**src/rtl/instr_encoder.sv**
```systemverilog
// rtl/instr_encoder.sv - packs decoded R/I/J fields into 32-bit words for instruction memory
// Optional illegal-tuple screening via INSTR_ENCODER_CHECK_EN.
module instr_encoder #(
  parameter int DEPTH = 64,
  parameter int AW    = 32
) (
  input  logic          clk,
  input  logic          rst_n,
  input  logic          clr,
  input  logic          in_valid,
  output logic          in_ready,
  input  logic [1:0]    fmt,
  input  logic [5:0]    opcode,
  input  logic [4:0]    rs1,
  input  logic [4:0]    rs2,
  input  logic [4:0]    rd,
  input  logic [4:0]    shmt,
  input  logic [5:0]    funct,
  input  logic [15:0]   imm,
  input  logic [25:0]   target,
  output logic          out_valid,
  input  logic          out_ready,
  output logic [31:0]   instr,
  output logic [AW-1:0] mem_addr,
  output logic          done,
  output logic          err
);

  localparam int IW = $clog2(DEPTH + 1);

  typedef enum logic {S_LOAD, S_FULL} state_t;

  state_t          r_state;
  logic [IW-1:0]   r_idx;
  logic            r_done;
  logic [31:0]     r_word [2];
  logic [AW-1:0]   r_addr [2];
  logic            r_wr_ptr;
  logic            r_rd_ptr;
  logic [1:0]      r_count;

  logic            w_accept;
  logic            w_push;
  logic            w_pop;
  logic [31:0]     w_packed;
  logic [AW-1:0]   w_addr;

  // in_ready looks only at registered occupancy, never at out_ready
  assign in_ready = rst_n && !clr && !r_done && (r_count < 2'd2);
  assign w_accept = in_valid && in_ready;
  assign w_pop    = (r_count != 2'd0) && out_ready && !clr;
  assign w_addr   = AW'(r_idx) << 2;

  always_comb begin
    w_packed = '0;
    case (fmt)
      2'd0:    w_packed = {opcode, rs1, rs2, rd, shmt, funct};
      2'd1:    w_packed = {opcode, rs1, rs2, imm};
      default: w_packed = {opcode, target};
    endcase
  end

`ifdef INSTR_ENCODER_CHECK_EN
  logic w_illegal;
  logic r_err;

  assign w_illegal = (fmt == 2'd3) || ((fmt == 2'd0) && (opcode != 6'd0));
  assign w_push    = w_accept && !w_illegal;
  assign err       = r_err;

  always_ff @(posedge clk) begin
    if (!rst_n || clr) begin
      r_err <= 1'b0;
    end else if (w_accept && w_illegal) begin
      r_err <= 1'b1;
    end
  end
`else
  assign w_push = w_accept;
  assign err    = 1'b0;
`endif

  always_ff @(posedge clk) begin
    if (!rst_n || clr) begin
      r_state <= S_LOAD;
      r_idx   <= '0;
      r_done  <= 1'b0;
    end else begin
      case (r_state)
        S_LOAD: begin
          if (w_push) begin
            r_idx <= r_idx + 1'b1;
            if (r_idx == IW'(DEPTH - 1)) begin
              r_state <= S_FULL;
              r_done  <= 1'b1;
            end
          end
        end
        S_FULL: begin
          r_done <= 1'b1;
        end
        default: begin
          r_state <= S_LOAD;
          r_done  <= 1'b0;
        end
      endcase
    end
  end

  assign done = r_done;

  always_ff @(posedge clk) begin
    if (!rst_n || clr) begin
      r_wr_ptr <= 1'b0;
      r_rd_ptr <= 1'b0;
      r_count  <= 2'd0;
      for (int i = 0; i < 2; i++) begin
        r_word[i] <= '0;
        r_addr[i] <= '0;
      end
    end else begin
      if (w_push) begin
        r_word[r_wr_ptr] <= w_packed;
        r_addr[r_wr_ptr] <= w_addr;
        r_wr_ptr         <= !r_wr_ptr;
      end
      if (w_pop) begin
        r_rd_ptr <= !r_rd_ptr;
      end
      case ({w_push, w_pop})
        2'b10:   r_count <= r_count + 2'd1;
        2'b01:   r_count <= r_count - 2'd1;
        default: r_count <= r_count;
      endcase
    end
  end

  assign out_valid = (r_count != 2'd0);
  assign instr     = r_word[r_rd_ptr];
  assign mem_addr  = r_addr[r_rd_ptr];

endmodule

```
**config.mk**
```make
export PLATFORM = sky130hd
export DESIGN_NAME = instr_encoder
export DESIGN_NICKNAME = d
export VERILOG_FILES = /design/src/rtl/instr_encoder.sv
export SDC_FILE = /design/constraint.sdc
export NUM_CORES = 1
export LEC_CHECK = 0
export ABC_AREA = 0
export CAP_MARGIN = 10
export CORE_MARGIN = 5
export CORE_UTILIZATION = 50
export CTS_BUF_LIST = sky130_fd_sc_hd__clkbuf_16
export CTS_CLUSTER_SIZE = 25
export DETAILED_ROUTE_END_ITERATION = 10
export PLACE_DENSITY = 0.86
export SKIP_CTS_REPAIR_TIMING = 1
export SYNTH_ARGS = -nofsm -noshare
export SYNTH_HDL_FRONTEND = slang
export SYNTH_SLANG_ARGS = --single-unit
```
**constraint.sdc**
```tcl
create_clock -name clk -period 5.8 [get_ports clk]
set_input_delay 1.45 -clock clk [delete_from_list [all_inputs] [get_ports clk]]
set_output_delay 1.45 -clock clk [all_outputs]
set_load 0.05 [all_outputs]
```
==> tab_implementation.tex <==
\begin{tabular}{lr}
\hline
Metric & Value \\
\hline
\multicolumn{2}{l}{\textbf{GRT}} \\
Initial antenna violation count & 0 \\
Global-route wire length before repair & 15.50 mm \\
Largest net degree at the start of global routing & 40 \\
Overall track demand over capacity in global routing & 17.56\% \\
Number of global-route vias before repair & 3,160 \\
Total gr overflow & 0 \\
\multicolumn{2}{l}{\textbf{Clock tree}} \\
Clock tree from TritonCTS & yes \\
Root buf cell & sky130\_fd\_sc\_hd\_\_clkbuf\_16 \\
Clock transition at the register clock pins on the worst setup and hold paths after CTS & 0.07 ns \\
Total CTS buffers & 9 \\
Htree depth & 3 \\
Clock Sink Count & 92 \\
Number of buffers on the longest clock path & 2 \\
Clock latency on the worst-skew pair & 0.34 ns \\
\multicolumn{2}{l}{\textbf{Synth}} \\
Arithmetic-cell share of the synthesized area counting full adders, half adders and majority gates & 0.5522\% \\
Main combinational cell family by area after synthesis & multiplexers \\
Share of the synthesized area in the top cell type & 51.68\% \\
Library cell occupying the most area in the post-synthesis netlist & sky130\_fd\_sc\_hd\_\_edfxtp\_1 \\
Most common cell in the netlist & sky130\_fd\_sc\_hd\_\_edfxtp\_1 \\
Synth unique cells & 32 \\
Fraction of the mapped netlist area in compound gates & 1.215\% \\
Synth Warn \# & 0 \\
Post-synth top cells & sky130\_fd\_sc\_hd\_\_edfxtp\_1 (78), sky130\_fd\_sc\_hd\_\_nor2\_1 (57), sky130\_fd\_sc\_hd\_\_mux2\_2 (55), sky130\_fd\_sc\_hd\_\_mux2i\_1 (31), sky130\_fd\_sc\_hd\_\_and2\_1 (27) \\
Flip-flop cell with the highest count after synthesis & sky130\_fd\_sc\_hd\_\_edfxtp\_1 \\
Proportion of synthesized flip-flops having asynchronous set or reset & 0\% \\
Post-synth design cell area & 0.004532 sq mm \\
Number of synthesized register bits & 92 \\
Part of the Yosys area used for sequential elements & 57.87\% \\
Xor-xnor portion of the synthesized cell area & 0.5798\% \\
Mean Syn Cell Area & 12.62 sq um \\
Multiplexer share of the synthesized area & 20.51\% \\
EDFF count, synth & 78 \\
Top cells by area in the synthesized netlist & sky130\_fd\_sc\_hd\_\_edfxtp\_1 (52\%), sky130\_fd\_sc\_hd\_\_mux2\_2 (14\%), sky130\_fd\_sc\_hd\_\_mux2i\_1 (6.8\%) \\
Syn Inst Count & 359 \\
Area share of and/or/nand/nor cells after synthesis & 12.53\% \\
\multicolumn{2}{l}{\textbf{Worst setup path}} \\
Type of the worst setup path & input port to primary output \\
Maximum fanout count along the critical path & 10 \\
Endpoint arrival time on the critical path & 3.57 ns \\
CP endpoint kind & primary output \\
Data required time of the worst path & 4.35 ns \\
Critical path startpoint category & input port \\
\multicolumn{2}{l}{\textbf{Cells and area}} \\
Proportion of layout cells with a drive suffix above 1 & 16.53\% \\
Area grow syn2layout & 32.25\% \\
Count of fill cells added during filler insertion & 634 \\
Antenna fix cells & 0 \\
Total Nets Final & 556 \\
\multicolumn{2}{l}{\textbf{Place}} \\
Pre-CTS setup slack & 0.7852 ns \\
Final weighted congestion of routability-driven global placement & 0.7208 \\
Total of buffers placed on input and output ports & 122 \\
DPL Wire Length & 6.826 mm \\
\multicolumn{2}{l}{\textbf{Power and ir drop}} \\
Power per Cell Area & 266.0 mW/mm\^{}2 \\
Leakage dissipation & 0.002391 uW \\
Worst supply voltage drop on vdd & 0.1874 mV \\
\multicolumn{2}{l}{\textbf{STA}} \\
Final period utilization & 86.61\% \\
Max Clk Rate & 199.1 MHz \\
Final worst path period need & 5.023 ns \\
Setup-violating endpoint count in the final report & 0 \\
Unrepaired setup endpoints after global routing & no \\
Setup Skew & 0.006857 ns \\
Max-slew headroom & 31.51\% \\
Hold Fails Final Rpt & 0 \\
Number of max-slew violations in the final report & 0 \\
Sum of negative setup slack & 0 ns \\
Transition time of the tightest slew-check pin & 1.027 ns \\
Min setup slack post-route & 0.7769 ns \\
\multicolumn{2}{l}{\textbf{Status}} \\
Result of the run & completed \\
\multicolumn{2}{l}{\textbf{Floorplan}} \\
Initial Util & 51.71\% \\
Number of rows in the core area & 34 \\
Height of the die & 105.2 microns \\
I/O Pins & 149 \\
Horiz. Die Dim & 105.2 microns \\
Core outline area & 0.008763 sq mm \\
Floorplan die area & 0.01107 sq mm \\
\multicolumn{2}{l}{\textbf{Drt}} \\
Vias & 3,030 \\
Vias per Instance & 5.171 \\
DR pass1 iterations & 4 \\
Number of DRC violations after detailed routing & 0 \\
Initial DRC count & 138 \\
Detailed-route wire length per cell & 16.67 microns \\
Total routed wirelength & 9.768 mm \\
Remaining antenna violation count & 0 \\
\multicolumn{2}{l}{\textbf{Worst hold path}} \\
Tightest Hold Check Type & register to register \\
\multicolumn{2}{l}{\textbf{Flow run}} \\
Maxcap violations & 0 \\
\hline
\end{tabular}
[critical path: stages]
cell	delay (ns)
sky130_fd_sc_hd__clkdlybuf4s50_1	0.45
sky130_fd_sc_hd__or4b_1	0.62
sky130_fd_sc_hd__inv_2	0.21
sky130_fd_sc_hd__clkdlybuf4s50_1	0.83
[flip-flops by register name, summed over array words and instances (netlist names), named ones only]
name and flops:
r_addr 14, r_state 1, done 1, r_idx 7, r_rd_ptr 1, r_count 2, r_word 64, r_wr_ptr 1
[layer usage]
layer | vias to the layer above | part of all wire [%] | global-route usage [%]
met3 | 11 | 6.6 | 5.425
li1 | 1447 | - | -
met2 | 107 | 54 | 30.92
met4 | 0 | 2.2 | 6.119
met1 | 1465 | 37 | 20.06
met5 | - | 0 | 0
[layout make-up]
class                           count  area (sq um)  share of cell area, %
Timing Repair Buffer              123          1224                  20.42
Clock inverter                      7         67.56                  1.127
Clock buffer                        9         225.2                  3.758
Multi-Input combinational cell    244          1707                  28.48
Sequential cell                    92          2624                  43.78
Tap cell                          108         135.1                  2.255
Inverter                            3         11.26                 0.1879
[through the flow]
step | instance area (sq um) | power (uW) | instances | util, % | hold WS (ns)
floorplan | 4626 | 956.5 | 384 | - | 0.4470
global placement | 5693 | 1044 | 569 | 64.96 | 0.4605
detailed placement | 5693 | 1051 | 569 | 64.96 | 0.4721
CTS | 5986 | 1605 | 585 | 68.30 | 0.4817
global route | 5993 | 1651 | 586 | 68.39 | 0.5319
finish | 5993 | 1594 | 586 | 68.39 | 0.4804
[where the power goes]
group	total, uW	internal, uW	leakage (uW)	switching (uW)
Combinational	280	112	0.00126	168
Clock	559	301	0.000145	258
Sequential	756	747	0.000984	8.91
[path summary, 6_finish.rpt]
kind / from / to / slack, ns / depth (start not counted)
worst max register to register: r_count[1] / r_addr[0][2] / 2.70 / 3
worst max-delay path: clr / in_ready / 0.78 / 4
worst min register to register: r_idx[6] / r_idx[6] / 0.48 / 1
worst min-delay path: r_idx[6] / r_idx[6] / 0.48 / 1
[kinds of logic (layout without fill, tap and decap cells)]
group,count (synthesis),count (layout)
buffers and inverters,48,142
DFF,92,92
xor gates and xnor gates,3,3
other,1,26
AOI/OAI and AO/OA,11,11
muxes,86,86
adders and majority gates,2,2
and+or+nand+nor,116,116
[placed cells by master (no fill, tap or decap), types with 4 or more instances in the layout]
| cell | Yosys | layout |
|---|---|---|
| sky130_fd_sc_hd__clkdlybuf4s50_1 | 0 | 121 |
| sky130_fd_sc_hd__edfxtp_1 | 78 | 78 |
| sky130_fd_sc_hd__nor2_1 | 57 | 57 |
| sky130_fd_sc_hd__mux2_2 | 55 | 55 |
| sky130_fd_sc_hd__mux2i_1 | 31 | 31 |
| sky130_fd_sc_hd__and2_1 | 27 | 27 |
| sky130_fd_sc_hd__conb_1 | 1 | 26 |
| sky130_fd_sc_hd__dfxtp_1 | 14 | 13 |
| sky130_fd_sc_hd__clkbuf_16 | 0 | 9 |
| sky130_fd_sc_hd__nand2_1 | 8 | 6 |
| sky130_fd_sc_hd__a21oi_1 | 6 | 6 |
| sky130_fd_sc_hd__o21ai_0 | 5 | 5 |
| sky130_fd_sc_hd__nand3_1 | 4 | 4 |
Power figures use the tool's default switching activity.
